[src/rtl/decoder_seq.sv]
// Registered binary-to-one-hot decoder with valid/ready commands and a sweep mode.
// Optional feature macro: DECODER_SEQ_RANGE_ERR_EN (err pulse on out-of-range select).
module decoder_seq #(
  parameter int SEL_W   = 3,
  parameter int NUM_OUT = 8,
  parameter int DWELL_W = 8
) (
  input  logic               clk,
  input  logic               rst_n,
  input  logic               in_valid,
  output logic               in_ready,
  input  logic [SEL_W-1:0]   in_sel,
  input  logic               in_mode,
  input  logic [DWELL_W-1:0] in_dwell,
  input  logic               abort,
  output logic [NUM_OUT-1:0] y,
  output logic               y_valid,
  output logic               busy,
  output logic               err
);

  // state  | meaning
  // IDLE   | no line driven, ready for a command
  // STATIC | one line held until the next command or abort
  // SWEEP  | walking the line across all outputs, commands blocked
  typedef enum logic [1:0] {IDLE, STATIC, SWEEP} state_t;

  state_t             state, state_nxt;
  logic [SEL_W-1:0]   idx, idx_nxt;
  logic [SEL_W-1:0]   left, left_nxt;
  logic [DWELL_W-1:0] cnt, cnt_nxt;
  logic [DWELL_W-1:0] rld, rld_nxt;
  logic [NUM_OUT-1:0] y_nxt;
  logic               err_nxt;
  logic               accept;
  logic               sel_oor;

  assign accept  = in_valid && in_ready;
  assign sel_oor = {1'b0, in_sel} >= (SEL_W+1)'(NUM_OUT);

  always_ff @(posedge clk or negedge rst_n) begin
    if (!rst_n) begin
      state <= IDLE;
      idx   <= '0;
      left  <= '0;
      cnt   <= '0;
      rld   <= '0;
      y     <= '0;
      err   <= 1'b0;
    end else begin
      state <= state_nxt;
      idx   <= idx_nxt;
      left  <= left_nxt;
      cnt   <= cnt_nxt;
      rld   <= rld_nxt;
      y     <= y_nxt;
      err   <= err_nxt;
    end
  end

  always_comb begin
    state_nxt = state;
    idx_nxt   = idx;
    left_nxt  = left;
    cnt_nxt   = cnt;
    rld_nxt   = rld;
    err_nxt   = 1'b0;
    if (abort) begin
      state_nxt = IDLE;
    end else begin
      case (state)
        SWEEP: begin
          if (cnt == '0) begin
            // left counts positions still to visit after the current one
            if (left == '0) begin
              state_nxt = IDLE;
            end else begin
              idx_nxt  = (idx == SEL_W'(NUM_OUT-1)) ? '0 : idx + SEL_W'(1);
              cnt_nxt  = rld;
              left_nxt = left - SEL_W'(1);
            end
          end else begin
            cnt_nxt = cnt - DWELL_W'(1);
          end
        end
        default: begin
          if (accept) begin
            if (sel_oor) begin
              state_nxt = IDLE;
`ifdef DECODER_SEQ_RANGE_ERR_EN
              err_nxt   = 1'b1;
`endif
            end else if (in_mode) begin
              state_nxt = SWEEP;
              idx_nxt   = in_sel;
              cnt_nxt   = in_dwell;
              rld_nxt   = in_dwell;
              left_nxt  = SEL_W'(NUM_OUT-1);
            end else begin
              state_nxt = STATIC;
              idx_nxt   = in_sel;
            end
          end
        end
      endcase
    end
    y_nxt = (state_nxt == IDLE) ? '0 : ({{(NUM_OUT-1){1'b0}}, 1'b1} << idx_nxt);
  end

  always_comb begin
    in_ready = !abort && (state != SWEEP);
    y_valid  = (state != IDLE);
    busy     = (state == SWEEP);
  end

endmodule
[config.mk]
export PLATFORM = sky130hd
export DESIGN_NAME = decoder_seq
export DESIGN_NICKNAME = d
export VERILOG_FILES = /design/src/rtl/decoder_seq.sv
export SDC_FILE = /design/constraint.sdc
export NUM_CORES = 1
export LEC_CHECK = 0
export BUFFER_PORTS_ARGS = -buffer_cell sky130_fd_sc_hd__buf_4
export CAP_MARGIN = 20
export CORE_ASPECT_RATIO = 1.1
export CORE_MARGIN = 2
export CORE_UTILIZATION = 50
export CTS_BUF_LIST = sky130_fd_sc_hd__clkbuf_16
export CTS_CLUSTER_DIAMETER = 80
export DETAILED_ROUTE_END_ITERATION = 12
export PLACE_DENSITY_LB_ADDON = 0.3
export SYNTH_ARGS = -nofsm -noshare
export SYNTH_HDL_FRONTEND = slang
export SYNTH_SLANG_ARGS = --single-unit
[constraint.sdc]
create_clock -name clk -period 2.35 [get_ports clk]
set_input_delay 0.47 -clock clk [delete_from_list [all_inputs] [get_ports clk]]
set_output_delay 0.47 -clock clk [all_outputs]
set_load 0.02 [all_outputs]
==> flow_metrics.env, run 1 <==
export IMPL_outcome="finished clean"
export IMPL_slew_violations=0
export IMPL_slowest_delay_ns=0.42
export IMPL_root_buffer="clkbuf_16"
export IMPL_drtIter0Drc=65
export IMPL_synthCells=191
export IMPL_setup_viol=0
export IMPL_cts_buffers=5
export IMPL_final_util=0.645
export IMPL_dp_hpwl_um=2840
export IMPL_gp_congestion=0.851
export IMPL_synth_area_leaders="dfrtp_1 (46%), nand2_1 (7.1%), nor3_1 (4.6%), ha_1 (4.3%), nor2_1 (4.1%)"
export IMPL_synth_cell_types=46
export IMPL_area_growth_pct=23.8
export IMPL_numPortBuffers=26
export IMPL_core_area_um2=3330
export IMPL_share_comb_of_total_power=0.181
export IMPL_required_ns=2.53
export IMPL_hold_class="in2async"
export IMPL_clockBufferDepth=2
export IMPL_dieWidth_um=60.2
export IMPL_synth_top_cell_area_share=0.462
export IMPL_ioPinCount=28
export IMPL_rows=22
export IMPL_yosys_area_share_adder=0.0433
export IMPL_fin_crit_ns=2.24
export IMPL_dr_max_layer_used="met4"
export IMPL_fin_area_um2=2150
export IMPL_peakVddDrop_uv=570
export IMPL_wl_met3_um=223
export IMPL_fin_tns_setup_ns=0
export IMPL_max_cap_viol_count=0
export IMPL_route_detailed_drc=0
export IMPL_via_per_inst=5.49
export IMPL_fmaxAchievable_mhz=447
export IMPL_dieArea_um2=3960
export IMPL_start_util=0.521
export IMPL_antenna_found_initial=0
export IMPL_ys_async_sr_fraction=1.00
export IMPL_crit_type="reg2reg"
export IMPL_synth_top_family_by_area="simple AND/OR/NAND/NOR gates"
export IMPL_final_nets=245
export IMPL_p_per_area_nw_per_um2=754
export IMPL_synthFlopType="dfrtp_1"
export IMPL_crit_fanout=6
export IMPL_cts_num_sinks=32
export IMPL_wl_um=3870
export IMPL_diodes=0
export IMPL_synth_area_um2=1730
export IMPL_avgSynthCellArea_um2=9.08
export IMPL_vias=1493
export IMPL_r2r_cells=8
export IMPL_place_area_um2=1990
export IMPL_period_share=0.951
export IMPL_synth_edf_count=0
export IMPL_critical_path_depth=8
export IMPL_p_int_mw=1.14
export IMPL_yosys_register_bits=32
export IMPL_start_kind="flip-flop"
export IMPL_cts_tree="done"
export IMPL_clk_latency_ns=0.28
export IMPL_path_clk_slew_ns=0.05
export IMPL_synth_warnings=0
export IMPL_crit_family="simple AND/OR/NAND/NOR gates"
export IMPL_swShare=0.294
export IMPL_grt_pass1_vias=1378
export IMPL_p_clk_frac=0.379
export IMPL_p_seq_frac=0.440
export IMPL_grt_max_degree=33
export IMPL_critical_path_endpoint_type="flip-flop"
export IMPL_crit_buf_inv=2
export IMPL_crit_chain="inv_1, ha_1, nor3b_4, and4_2, nor2_2, a221oi_4, inv_2, nor3_1"
export IMPL_met1_length_um=1770
export IMPL_muxShareOfSynthArea=0
export IMPL_syn_num_nets=213
export IMPL_grt_pass1_wl_um=6430
export IMPL_grtUsageTotal=0.217
export IMPL_dieHeight_um=65.8
export IMPL_synth_compound_area_frac=0.158
export IMPL_final_antenna_net_count=0
export IMPL_hold_viol=0
export IMPL_routed_wl_met2_um=1830
export IMPL_hold_buffers=0
export IMPL_drt_wirelength_per_cell_um=14.2
export IMPL_drtPass1Iterations=4
export IMPL_cp_slowest_cell="dfrtp_1"
export IMPL_yosysSeqAreaShare=0.462
export IMPL_clock_skew_final_ns=0.00622
export IMPL_synth_xor_area_share=0.0152
export IMPL_synth_area_leader_cell="dfrtp_1"
export IMPL_fill_cells=285
export IMPL_htree_levels=2
export IMPL_yosys_area_share_simple=0.276
export IMPL_drive_gt1_frac=0.223
export IMPL_p_leak_nw=0.982
export IMPL_worstPathArrival_ns=2.41
export IMPL_switchingPower_mw=0.476
export IMPL_grt_overflow=0
## placed cells by master, fill, tap and decap left out, drive strengths merged, types with 2 or more instances in the layout
master and instances:
nor3 17, inv 8, nor3b 4, a22oi 2, nor2 20, o22ai 4, o22a 2, xnor2 3
ha 6, and3 2, a41o 2, o21ai 3, nor2b 2, nand2b 5, buf 33, a21oi 11
clkinvlp 2, nand2 33, a211oi 3, nand3 3, dfrtp 32, nand3b 2, a31oi 3, clkbuf 5
## routing by layer
layer  up-vias  track usage
met2        46        0.332
li1        734            -
met4         0       0.0667
met1       709        0.302
met5         -            0
met3         4       0.0531
## repair_timing
| action | 4_1_cts | 5_1_grt |
|---|---|---|
| endpoints found under the setup margin | 0 | 14 |
| resized for setup | 0 | 2 |
| buffers inserted | 0 | 1 |
## power groups by stage
stage | clock, mW | combinational [mW] | sequential [mW]
after floorplan | 0 | 0.211 | 0.697
after global placement | 0 | 0.279 | 0.713
after detailed placement | 0 | 0.287 | 0.717
after CTS | 0.622 | 0.290 | 0.708
after global routing | 0.649 | 0.331 | 0.725
final | 0.614 | 0.292 | 0.712
## cell usage after synthesis, drive strengths merged, types with 2 or more instances
master  instances
a22oi           2
a21oi          11
inv             8
nand3b          2
o21ai           3
nor2           20
a41o            2
and3            2
nor3b           4
nor3           17
nor2b           2
clkbuf          4
xnor2           3
nand3           3
a31oi           3
a211oi          3
nand2b          5
dfrtp          32
o22a            2
ha              6
nand2          33
buf             4
o22ai           4
## through the flow
step	worst slack (ns)	total power [mW]	std cells	hold WS [ns]
floorplan	0.352	0.908	191	0.174
global route	-0.0523	1.70	272	0.154
global placement	0.216	0.992	263	0.423
CTS	0.0577	1.62	271	0.136
finish	0.114	1.62	272	0.122
detailed placement	0.0827	1.00	263	0.427
## final cells by class
class,count,area (um^2),area share
well taps,48,60.1,0.0280
inverters,8,30.0,0.0140
flip-flops and latches,32,801,0.373
clock buffers,5,125,0.0583
clock inverters,3,18.8,0.00874
repair buffers,33,248,0.115
multi-input cells,143,865,0.403
## path summary, 6_finish.rpt
path	from	endpoint	slack, ns
setup reg to reg	cnt[0]	y[2]	0.11
min in group clk	in_dwell[5]	rld[5]	0.39
hold reg to reg	rld[4]	rld[4]	0.47
max in group asynchronous	rst_n	y[7]	1.94
hold / removal	rst_n	cnt[0]	0.12
setup / recovery	cnt[0]	y[2]	0.11
## registers in the layout, indices dropped and copies added (netlist names)
name	flops
left	3
idx	3
y	8
cnt	8
state	2
rld	8
## logic make-up (layout without fill, tap and decap cells)
| family | Yosys count | in the layout |
|---|---|---|
| AOI/OAI and AO/OA | 38 | 38 |
| other | 1 | 1 |
| adders and majority gates | 6 | 6 |
| and+or+nand+nor | 95 | 95 |
| buffers and inverters | 16 | 49 |
| DFF | 32 | 32 |
| xor gates and xnor gates | 3 | 3 |
(Power assumes the default switching activity.)
==> inputs of run 2 (changes only) <==
--- a/config.mk
+++ b/config.mk
@@ -5,7 +5,6 @@
 export SDC_FILE = /design/constraint.sdc
 export NUM_CORES = 1
 export LEC_CHECK = 0
-export BUFFER_PORTS_ARGS = -buffer_cell sky130_fd_sc_hd__buf_4
 export CAP_MARGIN = 20
 export CORE_ASPECT_RATIO = 1.1
 export CORE_MARGIN = 2
@@ -13,7 +12,10 @@
 export CTS_BUF_LIST = sky130_fd_sc_hd__clkbuf_16
 export CTS_CLUSTER_DIAMETER = 80
 export DETAILED_ROUTE_END_ITERATION = 12
+export DONT_BUFFER_PORTS = 1
 export PLACE_DENSITY_LB_ADDON = 0.3
+export RECOVER_POWER = 50
+export SKIP_CTS_REPAIR_TIMING = 1
 export SYNTH_ARGS = -nofsm -noshare
 export SYNTH_HDL_FRONTEND = slang
 export SYNTH_SLANG_ARGS = --single-unit
==> flow_metrics.env, run 2 (same netlist as run 1, synthesis figures left out) <==
export IMPL_met1_length_um=1730
export IMPL_crit_fanout=6
export IMPL_outcome="complete, but fails checks"
export IMPL_drtIter0Drc=52
export IMPL_area_growth_pct=14.4
export IMPL_hold_viol=0
export IMPL_numPortBuffers=0
export IMPL_path_clk_slew_ns=0.05
export IMPL_dp_hpwl_um=2750
export IMPL_dieHeight_um=65.8
export IMPL_max_slew_worst_pin_slew_ns=1.70
export IMPL_worstReg2RegEnd="y[4]"
export IMPL_clock_skew_final_ns=0.00454
export IMPL_dieWidth_um=60.2
export IMPL_cts_num_sinks=32
export IMPL_grt_overflow=0
export IMPL_wl_met3_um=293
export IMPL_worstPathArrival_ns=2.30
export IMPL_core_area_um2=3330
export IMPL_rsz0062_at_grt="no"
export IMPL_clk_latency_ns=0.28
export IMPL_rows=22
export IMPL_grtUsageTotal=0.213
export IMPL_layout_common_cells="nand2_1 (33), dfrtp_1 (32), nor2_1 (19), nor3_1 (16), a21oi_1 (11)"
export IMPL_grt_pass1_wl_um=6270
export IMPL_final_common_cell="nand2_1"
export IMPL_period_share=0.900
export IMPL_start_util=0.521
export IMPL_fin_area_um2=1980
export IMPL_slew_violations=33
export IMPL_hold_class="in2reg"
export IMPL_holdCritStartpoint="abort"
export IMPL_cts_tree="done"
export IMPL_hold_end="state[0]"
export IMPL_grt_max_degree=33
export IMPL_drive_gt1_frac=0.139
export IMPL_start_kind="flip-flop"
export IMPL_max_slew_margin=-0.131
export IMPL_grt_pass1_vias=1320
export IMPL_gp_congestion=0.840
export IMPL_final_antenna_net_count=0
export IMPL_setup_viol=0
export IMPL_ioPinCount=28
export IMPL_dr_max_layer_used="met4"
export IMPL_fin_crit_ns=2.12
export IMPL_fin_ws_ns=0.235
export IMPL_required_ns=2.54
export IMPL_r2r_cells=8
export IMPL_hold_path_depth=1
export IMPL_reg2reg_slack_ns=0.23
export IMPL_dieArea_um2=3960
export IMPL_clockBufferDepth=2
export IMPL_root_buffer="clkbuf_16"
export IMPL_max_cap_viol_count=1
export IMPL_place_area_um2=1810
export IMPL_rr_startpoint="cnt[0]"
export IMPL_fin_tns_setup_ns=0
export IMPL_wl_um=3960
export IMPL_htree_levels=2
export IMPL_p_leak_nw=0.880
export IMPL_route_detailed_drc=0
export IMPL_drt_wirelength_per_cell_um=15.8
export IMPL_vias=1483
export IMPL_crit_type="reg2reg"
export IMPL_drtPass1Iterations=4
export IMPL_fin_total_pwr_mw=1.60
export IMPL_reg_top3="cnt (8), rld (8), y (8)"
export IMPL_peakVddDrop_uv=611
export IMPL_final_nets=223
export IMPL_critical_path_endpoint_type="flip-flop"
export IMPL_antenna_found_initial=0
export IMPL_cts_buffers=5
export IMPL_diodes=0
export IMPL_routed_wl_met2_um=1850
export IMPL_violations="max-capacitance violations, max-slew violations"
export IMPL_via_per_inst=5.93
export IMPL_fmaxAchievable_mhz=473
export IMPL_pre_cts_slack_ns=0.138
export IMPL_p_per_area_nw_per_um2=806
run 2: cell count changes in the layout (fill, tap and decap cells not counted):
cell        before  now
clkinvlp_4       2    0
and4_2           1    0
clkbuf_1         0    1
o221ai_2         0    1
clkinv_1         1    0
clkinv_2         0    2
buf_4           33   10
and4_1           0    1
o221ai_1         1    0
clkinv_4         0    1
run 2: critical path, cell delays in order, from the launching register on:
cell,delay [ns]
dfrtp_1,0.43
inv_1,0.10
ha_1,0.21
nor3b_4,0.29
and4_1,0.27
nor2_2,0.06
a221oi_4,0.33
inv_2,0.10
nor3_1,0.22
run 2: stage by stage:
| step | std cells | hold WS [ns] | util |
|---|---|---|---|
| floorplan | 191 | 0.174 | - |
| global placement | 239 | 0.175 | 0.543 |
| detailed placement | 239 | 0.175 | 0.543 |
| CTS | 247 | -0.120 | 0.586 |
| global route | 250 | 0.253 | 0.595 |
| finish | 250 | 0.256 | 0.595 |
run 2: area by class of cell:
class,instances,area [um^2]
tap,48,60.1
fill,291,1350
clock inverter,3,18.8
sequential,32,801
timing repair buffer,11,78.8
multi-input combinational,143,870
inverter,8,30.0
clock buffer,5,125
run 2: how the worst max path moves through the flow:
stage | startpoint | cells past startpoint | to
finish | cnt[0] | 8 | y[4]
global route | cnt[0] | 8 | y[4]
CTS | cnt[0] | 8 | y[4]
detailed placement | cnt[0] | 8 | y[4]
global placement | cnt[0] | 7 | cnt[7]
floorplan | cnt[0] | 9 | y[6]
run 2: layer usage:
layer	track usage	vias to the layer above
li1	-	689
met1	0.294	724
met2	0.299	59
met3	0.0689	11
met4	0.0972	0
met5	0	-
run 2: power breakdown:
part           internal, mW  total [mW]  leakage, nW  switching, mW
Sequential            0.624       0.721        0.386         0.0973
Clock                 0.389       0.623       0.0736          0.234
Combinational         0.109       0.255        0.420          0.146
Total                  1.12        1.60        0.880          0.476
